===== src/rtl/adder_share_arbiter.sv =====
// Two-requester arbiter in front of one shared 16-bit carry-select adder.
// Requests are accepted one at a time, the operands are registered, one EXEC
// cycle computes the sum, and the result is held in RESP until it is taken.

// 16-bit carry-select adder: four 4-bit blocks. Each block computes its
// result for both carry-in values, and the real incoming carry picks one.
module carry_select_adder_16bit (
  input  logic [15:0] a,
  input  logic [15:0] b,
  input  logic        cin,
  output logic [15:0] sum,
  output logic        cout
);

  genvar gi;
  generate
    for (gi = 0; gi < 4; gi++) begin : g_blk
      logic [4:0] res_c0;
      logic [4:0] res_c1;
      logic       c_in;
      logic       c_out;

      // Both candidate results; 15+15+1 still fits in 5 bits
      assign res_c0 = {1'b0, a[gi*4 +: 4]} + {1'b0, b[gi*4 +: 4]};
      assign res_c1 = res_c0 + 5'd1;

      if (gi == 0) begin : g_first
        assign c_in = cin;
      end else begin : g_rest
        assign c_in = g_blk[gi-1].c_out;
      end

      assign sum[gi*4 +: 4] = c_in ? res_c1[3:0] : res_c0[3:0];
      assign c_out          = c_in ? res_c1[4]   : res_c0[4];
    end
  endgenerate

  assign cout = g_blk[3].c_out;

endmodule

module adder_share_arbiter #(
  parameter int WIDTH = 16
) (
  input  logic             clk,
  input  logic             rst_n,
  input  logic             req0_valid,
  output logic             req0_ready,
  input  logic [WIDTH-1:0] req0_a,
  input  logic [WIDTH-1:0] req0_b,
  input  logic             req0_cin,
  input  logic             req1_valid,
  output logic             req1_ready,
  input  logic [WIDTH-1:0] req1_a,
  input  logic [WIDTH-1:0] req1_b,
  input  logic             req1_cin,
  output logic             rsp_valid,
  input  logic             rsp_ready,
  output logic             rsp_id,
  output logic [WIDTH-1:0] rsp_sum,
  output logic             rsp_cout,
  output logic             busy
);

  typedef enum logic [1:0] {
    IDLE = 2'd0,
    EXEC = 2'd1,
    RESP = 2'd2
  } state_t;

  state_t           state;
  logic             last_grant;
  logic             grant;
  logic             in_idle;
  logic             accept;
  logic [WIDTH-1:0] op_a;
  logic [WIDTH-1:0] op_b;
  logic             op_cin;
  logic             op_id;
  logic [WIDTH-1:0] add_sum;
  logic             add_cout;

  // Grant from the current valids; on a tie the requester not served last wins
  always_comb begin
    grant = 1'b0;
    if (req0_valid && req1_valid) begin
      grant = ~last_grant;
    end else if (req1_valid) begin
      grant = 1'b1;
    end
  end

  // Ready is only offered in IDLE and never while reset is asserted
  assign in_idle    = (state == IDLE) && rst_n;
  assign req0_ready = in_idle && req0_valid && !grant;
  assign req1_ready = in_idle && req1_valid && grant;
  assign accept     = req0_ready || req1_ready;
  assign busy       = (state != IDLE);

  // The single shared adder only ever sees the registered operands
  carry_select_adder_16bit u_adder (
    .a    (op_a),
    .b    (op_b),
    .cin  (op_cin),
    .sum  (add_sum),
    .cout (add_cout)
  );

  // Control FSM: capture operands, compute for one cycle, hold the response
  always_ff @(posedge clk) begin
    if (!rst_n) begin
      state      <= IDLE;
      last_grant <= 1'b1;
      op_a       <= '0;
      op_b       <= '0;
      op_cin     <= 1'b0;
      op_id      <= 1'b0;
      rsp_valid  <= 1'b0;
      rsp_sum    <= '0;
      rsp_cout   <= 1'b0;
      rsp_id     <= 1'b0;
    end else begin
      case (state)
        IDLE: begin
          if (accept) begin
            op_a       <= grant ? req1_a   : req0_a;
            op_b       <= grant ? req1_b   : req0_b;
            op_cin     <= grant ? req1_cin : req0_cin;
            op_id      <= grant;
            last_grant <= grant;
            state      <= EXEC;
          end
        end
        EXEC: begin
          rsp_sum   <= add_sum;
          rsp_cout  <= add_cout;
          rsp_id    <= op_id;
          rsp_valid <= 1'b1;
          state     <= RESP;
        end
        RESP: begin
          if (rsp_ready) begin
            rsp_valid <= 1'b0;
            state     <= IDLE;
          end
        end
        default: begin
          rsp_valid <= 1'b0;
          state     <= IDLE;
        end
      endcase
    end
  end

endmodule


===== config.mk =====
export PLATFORM = sky130hd
export DESIGN_NAME = adder_share_arbiter
export DESIGN_NICKNAME = d
export VERILOG_FILES = /design/src/rtl/adder_share_arbiter.sv
export SDC_FILE = /design/constraint.sdc
export NUM_CORES = 1
export LEC_CHECK = 0
export BUFFER_PORTS_ARGS = -buffer_cell sky130_fd_sc_hd__buf_4
export CAP_MARGIN = 5
export CELL_PAD_IN_SITES_DETAIL_PLACEMENT = 0
export CELL_PAD_IN_SITES_GLOBAL_PLACEMENT = 1
export CORE_UTILIZATION = 24
export DETAILED_ROUTE_END_ITERATION = 8
export PLACE_DENSITY = 0.65
export SYNTH_ARGS = -nofsm -noshare
export SYNTH_HDL_FRONTEND = slang
export SYNTH_SLANG_ARGS = --single-unit

===== constraint.sdc =====
create_clock -name clk -period 5.6 [get_ports clk]
set_input_delay 0.56 -clock clk [delete_from_list [all_inputs] [get_ports clk]]
set_output_delay 0.56 -clock clk [all_outputs]
set_load 0.005 [all_outputs]

==> run metrics <==
largest buffer count on any clock path 2; detailed-placement wirelength estimate 6130 µm; die footprint 0.0139 mm²; Max-cap violations 0; Rel. slew slack 30.2%; Vias 2748; switching power summed over all nets 0.322 mW; Std-Cell Core Area 0.0128 mm²; WS Path Type register to register; detailed-routing wirelength on met1 4080 µm; number of warning messages in the yosys log 0; share of the yosys chip area belonging to registers 34.9%; Arr. time, crit path 3.87 ns; proportion of register bits with asynchronous set or reset after synthesis 0%; final count of pins violating max slew 0; number of buffers created by CTS 5; number of inserted diodes 0; Post-CTS Setup Bufs 0; wire length of the first global-routing pass 13100 µm; category of the worst setup path launch point register; routability congestion estimate 0.790; clock transition at the register clock pins on the worst setup and hold paths after CTS 0.07 ns; Clock Power Share 31.4%; P per Cell Area 263 mW/mm²; RSZ-0062 raised after global routing false; most frequent cells in the layout buf_4 (95), dfxtp_1 (56), nor2_1 (49); number of flip-flops and latches in the synthesized netlist 56; commonest non-fill, non-tap cell in the layout buf_4; min-delay worst type register to register; period utilization 66.9%; number of cell rows 41; Max Fanout on Critical Path 9; Met3 Routed Length 404 µm; via density per instance 4.46; antenna violations before repair 0; status complete, no violations; sink count of the clock tree 56; post-route antenna net violation count 0; die outline height 118 µm; floorplan die width 118 µm; final design utilization 33.1%; highest routed layer met4; later-pin clock latency in the skew report 0.29 ns; number of search-and-repair iterations in the first detailed-routing pass 4; I/O pin total 93; number of buffers added to fix hold violations after cts 0; fraction of final layout cells with drive strength greater than 1 24.8%; total gr overflow 0; met2 wire length 3210 µm; Combinational Power Share 27.1%; largest net degree at the start of global routing 68; Primary FF master, synth dfxtp_1; synthesized instance count 362; post-synthesis cell type count 46; internal power consumption 0.794 mW; worst path required time 5.73 ns; number of global-route vias before repair 2651; syn nets 457; setup clock skew after layout 0.00604 ns; Final Hold Fails 0; area grow syn2layout 32.1%; kind of end point of the critical path register; H-tree depth 2; Starting DRT DRC Count 42; Final nets 538; routed wire length 7790 µm; number of synthesized flops with an enable pin 0; Worst Tran Pin Value 1.04 ns; final sum of negative setup slack 0 ns; fill cell count 1386; fmax 267 MHz; Avg Synthesized Cell Area 8.88 µm²; total leakage power 1.81 nW; Peak VDD IR 0.139 mV; clock tree from TritonCTS built; post-detailed-route DRC marker count 0; starting utilization of the core area 25.1%; mapped cell area 0.00321 mm²; Min Clock Period, post-route 3.74 ns; number of resized instances in the post-cts repair step 0; switching share of total power 28.8%; Port Buf Inserts 92; total track usage 11.7%; part of the total power dissipated in sequential elements 41.6%; Wirelength per Cell 12.6 µm; total of endpoints with negative setup slack in the final report 0; CTS root buffer clkbuf_16
-- synthesized netlist by cell type (2+ instances only) --
library cell	n	area share, %
dfxtp_1	56	35
nor2_1	49	5.7
a211oi_1	41	9.6
mux2i_1	34	11
ha_1	20	7.8
nand2_1	20	2.3
inv_1	16	1.9
a21oi_1	14	2.2
clkbuf_1	13	1.5
o21ai_0	11	1.7
xnor2_1	10	2.7
a21o_1	7	1.6
buf_1	7	0.82
nor3_1	6	0.93
xor2_1	5	1.4
fa_1	4	2.5
nand2b_1	4	0.78
nand3_1	4	0.62
nor4_1	4	0.78
a31oi_1	3	0.58
nor2b_1	3	0.58
o31a_1	3	0.82
o31ai_1	3	0.70
and3_1	2	0.39
nand3b_1	2	0.47
-- flip-flops by register name, summed over array words and instances (netlist names) --
register    cells
state           2
op_cin          1
op_id           1
op_a           16
rsp_cout        1
rsp_sum        16
op_b           16
rsp_id          1
last_grant      1
rsp_valid       1
-- power by group through the flow --
stage / Clock, mW / Sequential (mW) / Combinational (mW)
finish: 0.350 / 0.464 / 0.302
global route: 0.377 / 0.470 / 0.343
CTS: 0.365 / 0.465 / 0.309
detailed placement: 0 / 0.474 / 0.307
global placement: 0 / 0.472 / 0.302
floorplan: 0 / 0.466 / 0.199
-- worst max-delay path: stages, from the launching register on --
cell and delay (ns):
dfxtp_1 0.34, ha_1 0.19, inv_1 0.06, fa_1 0.47, inv_1 0.08, ha_1 0.16, nand3b_1 0.12, a2111oi_2 0.31
o31ai_1 0.15, a311oi_2 0.35, xnor2_2 0.20, nor4_1 0.84, or3b_2 0.24, a31oi_1 0.07
-- path summary, 6_finish.rpt --
| path | from | to | slack, ns | cells past startpoint |
|---|---|---|---|---|
| setup / recovery | op_a[0]$_SDFFE_PN0P_ | rsp_sum[13]$_SDFFE_PN0P_ | 1.86 | 13 |
| hold / removal | rsp_sum[1]$_SDFFE_PN0P_ | rsp_sum[1]$_SDFFE_PN0P_ | 0.45 | 2 |
| setup reg to reg | op_a[0]$_SDFFE_PN0P_ | rsp_sum[13]$_SDFFE_PN0P_ | 1.86 | 13 |
| hold reg to reg | rsp_sum[1]$_SDFFE_PN0P_ | rsp_sum[1]$_SDFFE_PN0P_ | 0.45 | 2 |
-- final cells by class --
cell class                      count  area [µm²]  share of cell area, %
Inverter                           16        60.1                   1.41
Sequential cell                    56        1120                   26.4
Multi-Input combinational cell    269        1970                   46.4
Clock buffer                        6         129                   3.04
Tap cell                          172         215                   5.07
Clock inverter                      2        35.0                  0.825
Timing Repair Buffer               95         713                   16.8
-- metrics by stage --
stage / cell area [µm²] / worst slack (ns) / hold slack (ns) / instances / total power, mW
finish: 4250 / 1.86 / 0.454 / 616 / 1.12
global route: 4250 / 1.51 / 0.485 / 616 / 1.19
CTS: 4250 / 1.84 / 0.460 / 616 / 1.14
detailed placement: 4080 / 1.85 / 0.450 / 608 / 0.781
global placement: 4080 / 2.02 / 0.441 / 608 / 0.775
floorplan: 3210 / 2.31 / 0.432 / 362 / 0.665
-- kinds of logic after synthesis --
family / count (synthesis) / share of synthesized area [%]
XOR/XNOR: 17 / 5.10
multiplexers: 34 / 10.6
adder cells (fa/ha/maj): 24 / 10.3
AO/OA/AOI/OAI: 94 / 20.7
flip-flops: 56 / 34.9
AND/OR/NAND/NOR: 100 / 14.1
buffers and inverters: 37 / 4.36
-- per-layer routing --
metal	global-route usage, %	up-vias
li1	-	1474
met1	16.8	1185
met2	17.6	82
met3	2.37	7
met4	3.37	0
met5	0	-
Note: power is estimated with default switching activity, not from simulation.
